--- src/rtl/uart_pkg.sv ---
// Shared UART definitions: baud-select encoding, divider table helper,
// frame constants and receiver state encoding.
package uart_pkg;

    localparam logic [2:0] IDX_1200   = 3'd0;
    localparam logic [2:0] IDX_2400   = 3'd1;
    localparam logic [2:0] IDX_4800   = 3'd2;
    localparam logic [2:0] IDX_9600   = 3'd3;
    localparam logic [2:0] IDX_19200  = 3'd4;
    localparam logic [2:0] IDX_38400  = 3'd5;
    localparam logic [2:0] IDX_57600  = 3'd6;
    localparam logic [2:0] IDX_115200 = 3'd7;

    localparam int   DATA_BITS  = 8;
    localparam logic PARITY_ODD = 1'b1;

    typedef enum logic [2:0] {
        IDLE,
        START,
        DATA,
        PARITY,
        STOP
    } state_t;

    // Bit-period counter limit (clock cycles per bit minus one).
    function automatic logic [31:0] div(input int unsigned freq, input logic [2:0] idx);
        int unsigned baud;
        case (idx)
            IDX_1200:  baud = 1200;
            IDX_2400:  baud = 2400;
            IDX_4800:  baud = 4800;
            IDX_9600:  baud = 9600;
            IDX_19200: baud = 19200;
            IDX_38400: baud = 38400;
            IDX_57600: baud = 57600;
            default:   baud = 115200;
        endcase
        return 32'(freq / baud - 1);
    endfunction

endpackage

--- src/rtl/uart_rx_sync2.sv ---
// Two-flop synchroniser for the asynchronous serial line; resets to the
// idle (high) level so reset never looks like a start bit.
module uart_sync2 (
    input  logic clock,
    input  logic reset,
    input  logic d_i,
    output logic q_o
);

    logic meta_q;
    logic sync_q;

    always_ff @(posedge clock) begin
        if (reset) begin
            meta_q <= 1'b1;
            sync_q <= 1'b1;
        end else begin
            meta_q <= d_i;
            sync_q <= meta_q;
        end
    end

    assign q_o = sync_q;

endmodule

--- src/rtl/uart_rx.sv ---
// UART receiver: 8 data bits, parity, 1 stop bit, with a one-entry
// valid/ready holding register and sticky parity/framing/overrun flags.
module uart_rx
    import uart_pkg::*;
#(
    parameter int FREQ         = 50000000,
    parameter int CONFIG_WIDTH = 32
) (
    input  logic                    clock,
    input  logic                    reset,
    input  logic                    rx,
    output logic [7:0]              dout,
    output logic                    dout_valid,
    input  logic                    dout_ready,
    input  logic [CONFIG_WIDTH-1:0] rx_conf,
    output logic                    parity_err,
    output logic                    frame_err,
    output logic                    overrun,
    input  logic                    clear
);

    localparam logic [31:0] LIM_TAB [8] = '{
        div(FREQ, IDX_1200),  div(FREQ, IDX_2400),  div(FREQ, IDX_4800),
        div(FREQ, IDX_9600),  div(FREQ, IDX_19200), div(FREQ, IDX_38400),
        div(FREQ, IDX_57600), div(FREQ, IDX_115200)
    };

    logic rx_s;

    uart_sync2 u_sync (
        .clock (clock),
        .reset (reset),
        .d_i   (rx),
        .q_o   (rx_s)
    );

    state_t      state_q, state_d;
    logic [31:0] cnt_q, cnt_d;
    logic [3:0]  bit_cnt_q, bit_cnt_d;
    logic [7:0]  shift_q, shift_d;
    logic        mismatch_q, mismatch_d;
    logic [2:0]  idx_q, idx_d;
    logic        odd_q, odd_d;
    logic        armed_q, armed_d;
    logic [7:0]  dout_q, dout_d;
    logic        dout_valid_q, dout_valid_d;
    logic        perr_q, perr_d;
    logic        ferr_q, ferr_d;
    logic        ovr_q, ovr_d;

    logic [31:0] limit;
    logic [31:0] mid;
    logic [2:0]  conf_idx;
    logic        sample;
    logic        perr_set, ferr_set, ovr_set;
    logic        unused_conf;

    assign conf_idx    = (rx_conf[31:16] > 16'd7) ? IDX_115200 : rx_conf[18:16];
    assign unused_conf = ^rx_conf[15:1];
    assign limit       = LIM_TAB[idx_q];
    assign mid         = limit >> 1;

    always_comb begin
        state_d      = state_q;
        bit_cnt_d    = bit_cnt_q;
        shift_d      = shift_q;
        mismatch_d   = mismatch_q;
        idx_d        = idx_q;
        odd_d        = odd_q;
        armed_d      = armed_q | rx_s;
        dout_d       = dout_q;
        dout_valid_d = dout_valid_q;
        sample       = 1'b0;
        perr_set     = 1'b0;
        ferr_set     = 1'b0;
        ovr_set      = 1'b0;

        if (dout_valid_q && dout_ready)
            dout_valid_d = 1'b0;

        case (state_q)
            IDLE: begin
                // armed_q blocks re-triggering on a line still held low after a break
                if (!rx_s && armed_q) begin
                    state_d = START;
                    idx_d   = conf_idx;
                    odd_d   = (rx_conf[0] == PARITY_ODD);
                end
            end
            START: begin
                if (cnt_q == mid) begin
                    sample    = 1'b1;
                    bit_cnt_d = 4'd0;
                    state_d   = rx_s ? IDLE : DATA;
                end
            end
            DATA: begin
                if (cnt_q == limit) begin
                    sample    = 1'b1;
                    shift_d   = {rx_s, shift_q[7:1]};
                    bit_cnt_d = bit_cnt_q + 4'd1;
                    if (bit_cnt_q == 4'(DATA_BITS - 1))
                        state_d = PARITY;
                end
            end
            PARITY: begin
                if (cnt_q == limit) begin
                    sample     = 1'b1;
                    mismatch_d = rx_s != (odd_q ? ~^shift_q : ^shift_q);
                    state_d    = STOP;
                end
            end
            STOP: begin
                if (cnt_q == limit) begin
                    sample   = 1'b1;
                    state_d  = IDLE;
                    perr_set = mismatch_q;
                    ferr_set = !rx_s;
                    if (!rx_s)
                        armed_d = 1'b0;
                    if (!dout_valid_q || dout_ready) begin
                        dout_d       = shift_q;
                        dout_valid_d = 1'b1;
                    end else begin
                        ovr_set = 1'b1;
                    end
                end
            end
            default: state_d = IDLE;
        endcase

        cnt_d  = (sample || (state_d != state_q)) ? 32'd0 : cnt_q + 32'd1;
        // a same-cycle set overrides clear
        perr_d = (perr_q & ~clear) | perr_set;
        ferr_d = (ferr_q & ~clear) | ferr_set;
        ovr_d  = (ovr_q  & ~clear) | ovr_set;
    end

    always_ff @(posedge clock) begin
        if (reset) begin
            state_q      <= IDLE;
            cnt_q        <= 32'd0;
            bit_cnt_q    <= 4'd0;
            idx_q        <= IDX_115200;
            odd_q        <= 1'b0;
            armed_q      <= 1'b1;
            dout_q       <= 8'd0;
            dout_valid_q <= 1'b0;
            perr_q       <= 1'b0;
            ferr_q       <= 1'b0;
            ovr_q        <= 1'b0;
        end else begin
            state_q      <= state_d;
            cnt_q        <= cnt_d;
            bit_cnt_q    <= bit_cnt_d;
            idx_q        <= idx_d;
            odd_q        <= odd_d;
            armed_q      <= armed_d;
            dout_q       <= dout_d;
            dout_valid_q <= dout_valid_d;
            perr_q       <= perr_d;
            ferr_q       <= ferr_d;
            ovr_q        <= ovr_d;
        end
    end

    always_ff @(posedge clock) begin
        shift_q    <= shift_d;
        mismatch_q <= mismatch_d;
    end

    assign dout       = dout_q;
    assign dout_valid = dout_valid_q;
    assign parity_err = perr_q;
    assign frame_err  = ferr_q;
    assign overrun    = ovr_q;

endmodule

--- config.mk ---
export PLATFORM = sky130hd
export DESIGN_NAME = uart_rx
export DESIGN_NICKNAME = d
export VERILOG_FILES = /design/src/rtl/uart_pkg.sv /design/src/rtl/uart_rx_sync2.sv /design/src/rtl/uart_rx.sv
export SDC_FILE = /design/constraint.sdc
export NUM_CORES = 1
export LEC_CHECK = 0
export CORE_ASPECT_RATIO = 1.5
export CORE_MARGIN = 2
export CORE_UTILIZATION = 50
export CTS_BUF_LIST = sky130_fd_sc_hd__clkbuf_4 sky130_fd_sc_hd__clkbuf_8
export DETAILED_ROUTE_END_ITERATION = 6
export PLACE_DENSITY = 0.73
export SETUP_SLACK_MARGIN = 0.1
export SLEW_MARGIN = 40
export SYNTH_ARGS = -nofsm -noshare
export SYNTH_HDL_FRONTEND = slang
export SYNTH_SLANG_ARGS = --single-unit
--- constraint.sdc ---
create_clock -name clock -period 7.5 [get_ports clock]
set_input_delay 1.125 -clock clock [delete_from_list [all_inputs] [get_ports clock]]
set_output_delay 1.125 -clock clock [all_outputs]
set_load 0.05 [all_outputs]
## Yosys cells after proc, flatten, opt, wreduce, memory -nomap -nowiden

Memories as Yosys holds them, arrays and structs flattened.
Index checks and enable logic that the tools add are counted.

- Add/subtract/negate cells: 2
- $lt $le $gt $ge: 2
- Equal/unequal tests: 11
- Multiplexer cells: 32
- Bitwise logic cells: 9
- Reductions and logical operators: 17

Operators by type and width:

| cell | count |
|---|---|
| 32-bit two-way mux | 2 |
| 32-bit by 1-bit adder with 32-bit output (second input constant) | 1 |
| 32-bit by 31-bit equality test with 1-bit output | 1 |
| 32-bit equality test | 1 |
| 3-bit two-way mux | 7 |
| 1-bit two-way mux | 17 |
| 16-bit by 3-bit greater-than comparator with 1-bit output (second input constant) | 1 |
| 3-bit one-hot mux with 5 select lines | 1 |
| 4-bit two-way mux | 2 |
| 4-bit one-hot mux with 2 select lines | 1 |
| 8-bit XNOR reduction | 1 |
| 8-bit parity | 1 |
| 3-bit by 2-bit equality test with 1-bit output (second input constant) | 2 |
| 2-bit AND reduction | 3 |
| 3-bit AND reduction | 2 |
| 4-bit by 1-bit adder with 4-bit output (second input constant) | 1 |
| 4-bit by 3-bit equality test with 1-bit output (second input constant) | 1 |
| 4-bit greater-or-equal comparator (second input constant) | 1 |
| 2-bit inequality test (second input constant) | 2 |
| 3-bit inverter with 4-bit output | 1 |
| 1-bit bitwise OR | 4 |
| 1-bit AND | 3 |
| 3-bit by 1-bit equality test with 1-bit output (second input constant) | 1 |
| 3-bit equality test (second input constant) | 1 |
| 12 further kinds | 15 |

- Register bits after elaboration: 67
- ROM bits: 256
- Input bits: 37
- Output and inout port bits: 12
- Word-level logic and storage cells: 89
- Memories: 1

Memory list:

| name | depth | bits a word | read ports | clocked after Yosys merged registers in | wr ports | RTL line | text |
|---|---|---|---|---|---|---|---|
| (name not given) | 8 | 32 | 1 | 0 | 0 | uart_rx.sv:60 | `assign limit = LIM_TAB[idx_q];` |

## Depth between registers and ports, before layout

Gate-level depths: netlist (run 1).

- Depth after elaboration: 10
- Depth in mapped cells: 12
- Gate-level depth less buffers: 9

## Cells and area by module

From an unflattened synthesis (run 1), not the netlist that was laid out.

- Cell total of the unflattened synthesis: 415
- Area total of the unflattened synthesis: 3811.2 um^2

Modules (own cells, without submodules):

| module | times used | cells each | area an instance (um^2) | seq. area each (um^2) |
|---|---|---|---|---|
| uart_rx | 1 | 411 | 3758.6 | 1391.3 |
| uart_sync2 | 1 | 4 | 52.6 | 40.0 |

## Worst setup path after synthesis (run 1)

Ideal clock, no wire load.

- Kind: register to register
- Start: register idx_q[1]
- End: register cnt_q[10]
- Setup time: 138 ps
- Data arrival time: 2696 ps
- Required time: 7362 ps
- Slack: 4666 ps
- Stages on the path, launching flop included: 12
- Buffers on the path: 2
- Period minus slack after synthesis: 2834 ps
- Path through: dfxtp_1 -> buf_2 -> inv_1 -> ha_1 -> inv_2 -> a221o_1 -> a2111o_1 -> nor4_4 -> nand4_2 -> a211oi_4 -> buf_6 -> nor3_2

- Cells in the longest elaborated chain, start to end: 10
- Elaborated cells on any way between the ends: 17
- Classes of those cells: 3 x eq/ne; 10 x mux; 1 x bitwise; 2 x reduce/logical; 1 x memory

Ends and longest elaborated chain:

| item | RTL line | text |
|---|---|---|
| from (decl) | uart_rx.sv:42 | `logic [2:0] idx_q, idx_d;` |
| from (signal assigned) | uart_rx.sv:156 | `idx_q <= idx_d;` |
| 3-bit inverter with 4-bit output (implied by the code) (*) | uart_rx.sv:60 |  |
| memory read 8 x 32 bit (*) | - |  |
| 32-bit two-way mux (implied by the code) (*) (2 in a row) | uart_rx.sv:60 |  |
| 32-bit equality test or 32-bit by 31-bit equality test with 1-bit output (tied branches) | - |  |
| 3-bit two-way mux, on equally long branches | - |  |
| 3-bit one-hot mux with 5 select lines | uart_rx.sv:81 | `case (state_q)` |
| 3-bit inequality test | uart_rx.sv:132 | `cnt_d = (sample \|\| (state_d != state_q)) ? 32'd0 : cnt_q + 32'd1;` |
| 1-bit logical OR (*) | uart_rx.sv:132 |  |
| 2-bit OR reduction (no source line) (*) | - |  |
| to (signal assigned) | uart_rx.sv:154 | `cnt_q <= cnt_d;` |
| to (decl) | uart_rx.sv:38 | `logic [31:0] cnt_q, cnt_d;` |

Every way passes the cells marked *; elsewhere a longest branch is shown, timed or not. The select of a mux whose other input is x is not followed.
A chain may end at the register's enable or synchronous reset.

## Final worst setup path (run 1)

- Start: register idx_q[0]
- End: register cnt_q[31]

Same word-level chain as after synthesis.

==> results of run 1 <==
[path summary, 6_finish.rpt]
kind,to,slack (ps)
min reg2reg,u_sync.q_o$_SDFF_PP1_,420
max,cnt_q[31]$_SDFF_PP0_,3980
max reg2reg,cnt_q[31]$_SDFF_PP0_,3980
min,u_sync.q_o$_SDFF_PP1_,420
[cell type report]
class	instances	area, µm²	area share (%)
inverter	18	67.6	1.58
timing repair buffer	34	338	7.89
sequential	67	1430	33.5
clock inverter	4	73.8	1.73
multi-input combinational	299	2090	48.8
clock buffer	12	153	3.57
tap	100	125	2.92
[per-layer routing]
layer | share of wire, % | GRT usage (%) | up-vias
li1 | - | - | 1492
met1 | 41 | 25.2 | 1431
met5 | 0 | 0 | -
met3 | 2.8 | 4.86 | 22
met4 | 3.1 | 11.4 | 0
met2 | 53 | 36.9 | 52
[per-stage QoR]
step | util (%) | setup WS, ps | instances
after floorplan | - | 4670 | 413
after global placement | 56.1 | 4020 | 518
after detailed placement | 56.1 | 3920 | 518
after CTS | 59.2 | 3930 | 534
after global routing | 59.2 | 3770 | 534
final | 59.2 | 3980 | 534
[worst max-delay path, cell delays in order (launching register included)]
cell and delay, ps:
dfxtp_1 740, ha_1 470, inv_2 110, a221o_1 300, a2111o_1 420, nor4_4 340, nand4_2 210, a211oi_4 280
buf_4 390, nor3_1 120
[cells by family (layout without fill, tap and decap cells)]
| kind of cell | after synthesis | in the layout |
|---|---|---|
| mux | 15 | 15 |
| simple gates | 167 | 167 |
| flops | 67 | 67 |
| xor+xnor | 53 | 53 |
| fa+ha+maj | 8 | 8 |
| compound gates | 56 | 56 |
| buf+inv | 47 | 68 |
[cells in the final DEF, fill, tap and decap left out, types with 11 or more instances in the layout]
cell             synthesis  routed
dfxtp_1                 58      57
xnor2_1                 37      37
a21oi_1                 11      11
nor2_1                  34      34
nand3_1                 18      18
nor3_1                  23      23
nand2_1                 16      16
xor2_1                  16      16
clkdlybuf4s50_1          0      33
mux2i_1                 15      15
inv_1                   16      16
[sequential cells by signal, indices dropped and copies added (netlist names)]
register	cells
dout_valid	1
parity_err	1
overrun	1
bit_cnt_q	4
u_sync.q_o	1
mismatch_q	1
frame_err	1
armed_q	1
odd_q	1
idx_q	3
u_sync.meta_q	1
shift_q	8
cnt_q	32
dout	8
state_q	3
[where the power goes]
part | total [W] | internal (W) | switching [W]
logic | 0.0000332 | 0.0000180 | 0.0000152
clock network | 0.000339 | 0.000204 | 0.000135
registers | 0.000370 | 0.000365 | 0.00000487
total | 0.000742 | 0.000587 | 0.000155
==> metrics.txt, run 1 <==
status=finished clean; Reg2Reg Depth=9; CTS resizes=0; H-Tree Level Count=3; skew final=10.2 ps; CP Data Arrival Time=3730 ps; core area=7230 µm²; clock root buffer=clkbuf_8; Syn. warnings=0; n_diodes=0; ratio of cells with drive above 1 in the final layout=8.53%; unrepaired setup endpoints after global routing=no; multiplexer area fraction after synthesis=4.02%; Total Die Area=8180 µm²; Setup Buffers After CTS=0; Final min period=3520 ps; Fin Hold WS=425 ps; Final setup viols=0; Die Y-Extent=110 µm; total power=0.000742 W; Placed Instance Area=4050 µm²; worst-margin pin slew=803 ps; I/O Buffers=33; initial antenna violation count=0; register bit total from synthesis=67; DRT antenna net count=0; maximum number of pins on one net before global-route repair=36; final hold vios=0; f_max=284 MHz; Post-Syn Nets=458; type of the most critical hold path=flip-flop to flip-flop; final routed DRC violation total=0; Seq/Total Area, Yosys=38.4%; TNS Setup=0 ps; largest family of logic cells by synthesized area=simple AND/OR/NAND/NOR gates; Cells after Synth=413; post-synthesis share of cell area spent on xor and xnor gates=12.4%; R2R Path Start=idx_q[0]$_SDFFE_PP1P_; EDFF count, synth=9; worst hold path cell count=1; dpl hpwl=5.78 mm; Synth Area in Compound Gates=11.1%; Area growth, synth to finish=14.7%; via count of the routed design=2997; VDD IR max=0.170 mV; grt ovf=0; ys async rst share=0%; io pins=49; hold_sp=u_sync.meta_q$_SDFF_PP1_; fin nets=474; Setup crit start=idx_q[0]$_SDFFE_PP1P_; top_reg_cell synth=dfxtp_1; routed wire length per instance=15.2 µm; Yosys top cell area share=31.1%; post-layout instance area=4280 µm²; Post-Syn Area=3730 µm²; CP Max Fanout=32; Vias/cell=5.61; synth top area cells=dfxtp_1 (31%), xnor2_1 (8.7%), edfxtp_1 (7.2%); most used standard cell by instance count after synthesis=dfxtp_1; count of different cell masters after synthesis=62; Max Buffers Root-to-Sink=2; CTS tree=built; CTS buffer count=9; CTS sink count=67; GRT Util Overall=21.8%; Slew Limit Fails=0; RePlAce Congestion=0.873; Starting Density=51.6%; Clock transition at path regs=70 ps; Post-Synth Adder-Cell Area=2.68%; Rows=38; detailed-route wire length=8.13 mm; fin crit share=47.0%; simple-gate share of the synthesized area=25.8%; Filler cells=677; element type at the critical path end=flip-flop; Max-Cap Viols=0; synthesized area per cell=9.03 µm²; Initial DRC Count=233; number of global-route vias before repair=2956; required time worst endpoint=7700 ps; Cell Pwr Density=173 nW/µm²; critical path type=flip-flop to flip-flop; leakage=1.47 nW; clk_lat worst skew=350 ps; global-route wire length before repair=13.8 mm; CP Launch Type=flip-flop; die width=74.5 µm; Slew headroom=46.4%; Commonest cells post-synth=dfxtp_1 (58), xnor2_1 (37), nor2_1 (34); number of hold buffers added after cts=0; total iterations of the first detailed-routing run=4; Yosys top cell by area=dfxtp_1
(Power assumes the default switching activity.)
==> run 2, diff against run 1 <==
==> constraint.sdc (replaced) <==
create_clock -name clock -period 3.3 [get_ports clock]
set_input_delay 0.495 -clock clock [delete_from_list [all_inputs] [get_ports clock]]
set_output_delay 0.495 -clock clock [all_outputs]
set_load 0.05 [all_outputs]
==> run 2 against run 1 <==
Effect of this change: clock skew is 0.64 ps lower; utilization grew 0.99 points; sequential cell count unchanged; setup slack worse by 3700 ps.
==> metrics.txt, run 2 (synthesis results as in run 1) <==
detailed-route wire length=8.31 mm (was 8.13 mm); via count of the routed design=3009 (was 2997); CTS sink count=67 (unchanged); Total Die Area=8180 µm² (unchanged); number of global-route vias before repair=3055 (was 2956); ratio of cells with drive above 1 in the final layout=9.55% (was 8.53%); number of hold buffers added after cts=0 (unchanged); required time worst endpoint=3500 ps (was 7700 ps); final routed DRC violation total=0 (unchanged); critical path type=flip-flop to flip-flop (unchanged); Rows=38 (unchanged); io pins=49 (unchanged); CTS resizes=0 (unchanged); routed wire length per instance=15.4 µm (was 15.2 µm); clk_lat worst skew=350 ps (about the same); CTS tree=built (unchanged); Vias/cell=5.57 (was 5.61); dpl hpwl=5.97 mm (was 5.78 mm); leakage=1.51 nW (was 1.47 nW); unrepaired setup endpoints after global routing=no (unchanged); Slew headroom=46.8% (was 46.4%); n_diodes=0 (unchanged); CP max-delay cell=a2111o_1 (was dfxtp_1); fin crit share=92.8% (was 47.0%); most frequent cells in the layout=dfxtp_1 (58), xnor2_1 (37), nor2_1 (34), clkdlybuf4s50_1 (33), nor3_1 (23) (was dfxtp_1 (57), xnor2_1 (37), nor2_1 (34), clkdlybuf4s50_1 (33), nor3_1 (23)); GRT Util Overall=22.7% (was 21.8%); core area=7230 µm² (unchanged); Worst path max stage delay=420 ps (was 740 ps); DRT antenna net count=0 (unchanged); Clock transition at path regs=70 ps (about the same); Starting Density=51.6% (unchanged); element type at the critical path end=flip-flop (unchanged); Initial DRC Count=204 (was 233); RePlAce Congestion=0.898 (was 0.873); Final setup viols=0 (unchanged); Max Buffers Root-to-Sink=2 (unchanged); CP Data Arrival Time=3260 ps (was 3730 ps); Cell Pwr Density=396 nW/µm² (was 173 nW/µm²); commonest non-fill, non-tap cell in the layout=dfxtp_1 (unchanged); total power=0.00172 W (was 0.000742 W); grt ovf=0 (unchanged); max FFs per register=32 (unchanged); CP Launch Type=flip-flop (unchanged); global-route wire length before repair=14.3 mm (was 13.8 mm); Die Y-Extent=110 µm (unchanged); H-Tree Level Count=3 (unchanged); Final min period=3060 ps (was 3520 ps); CTS buffer count=9 (unchanged); Area growth, synth to finish=16.6% (was 14.7%); Filler cells=670 (was 677); status=finished clean (unchanged); I/O Buffers=33 (unchanged); maximum number of pins on one net before global-route repair=36 (unchanged); total iterations of the first detailed-routing run=4 (unchanged); clock root buffer=clkbuf_8 (unchanged); Max-Cap Viols=0 (unchanged); f_max=326 MHz (was 284 MHz); Setup Buffers After CTS=0 (unchanged); VDD IR max=0.331 mV (was 0.170 mV); TNS Setup=0 ps (unchanged); initial antenna violation count=0 (unchanged); type of the most critical hold path=flip-flop to flip-flop (unchanged); final hold vios=0 (unchanged); Reg with most FFs=cnt_q (unchanged); skew final=9.57 ps (was 10.2 ps); CP Max Fanout=32 (unchanged); crit path cell chain=inv_1 > ha_1 > inv_2 > a221o_1 > a2111o_1 > nor4_4 > nand4_2 > a211oi_4 > buf_12 > nor3b_1 (was ha_1 > inv_2 > a221o_1 > a2111o_1 > nor4_4 > nand4_2 > a211oi_4 > buf_4 > nor3_1); fin nets=480 (was 474); Slew Limit Fails=0 (unchanged); die width=74.5 µm (unchanged); worst-margin pin slew=797 ps (was 803 ps)
run 2: cell types whose count changed in the layout (fill, tap and decap cells not counted):
cell      delta
buf_4        +5
clkbuf_8     +2
clkbuf_4     -1
buf_12       +1
clkinv_2     -1
dfxtp_2      -1
dfxtp_1      +1
run 2: report_power, final:
group          switching [W]  internal, W
clock               0.000308     0.000497
combinational      0.0000357    0.0000417
sequential         0.0000112     0.000829
total               0.000355      0.00137
run 2: layout make-up:
cell class                 count  area (µm²)  area share (%)
multi-input combinational    299        2090            48.0
sequential                    67        1430            32.9
timing repair buffer          40         395            9.09
clock buffer                  13         173            3.97
tap                          100         125            2.88
clock inverter                 3        68.8            1.58
inverter                      18        67.6            1.55
run 2: metal layers:
layer	wire [µm]	track usage, %	share of wire (%)
met1	3450	26.5	41
met2	4300	37.9	52
met3	265	5.50	3.2
met4	295	11.5	3.6
met5	0	0	0
run 2: worst paths after layout:
check	from	endpoint	slack, ps	depth (start not counted)
min	u_sync.meta_q$_SDFF_PP1_	u_sync.q_o$_SDFF_PP1_	420	1
min reg2reg	u_sync.meta_q$_SDFF_PP1_	u_sync.q_o$_SDFF_PP1_	420	1
max	idx_q[1]$_SDFFE_PP1P_	cnt_q[1]$_SDFF_PP0_	240	10
max reg2reg	idx_q[1]$_SDFFE_PP1P_	cnt_q[1]$_SDFF_PP0_	240	10
run 2: critical path: cells and delay by family (launching register included):
kind,cells,cell delay [ps]
DFF,1,310
adders and majority gates,1,390
and+or+nand+nor,3,650
buffers and inverters,3,490
AOI/OAI and AO/OA,3,1050
run 2: per-stage QoR:
| stage | cells | instance area [µm²] | hold WS [ps] | setup slack [ps] | utilization [%] |
|---|---|---|---|---|---|
| after floorplan | 413 | 3730 | 389 | 466 | - |
| after global placement | 524 | 4110 | 400 | 319 | 56.9 |
| after detailed placement | 524 | 4110 | 403 | 270 | 56.9 |
| after CTS | 540 | 4350 | 421 | 260 | 60.2 |
| after global routing | 540 | 4350 | 429 | 103 | 60.2 |
| final | 540 | 4350 | 416 | 237 | 60.2 |
==> run 3, diff against run 2 <==
--- a/config.mk
+++ b/config.mk
@@ -5,6 +5,7 @@
 export SDC_FILE = /design/constraint.sdc
 export NUM_CORES = 1
 export LEC_CHECK = 0
+export CAP_MARGIN = 10
 export CORE_ASPECT_RATIO = 1.5
 export CORE_MARGIN = 2
 export CORE_UTILIZATION = 50
==> results of run 3 <==
Final layout, timing and power as in run 2 (identical DEF).
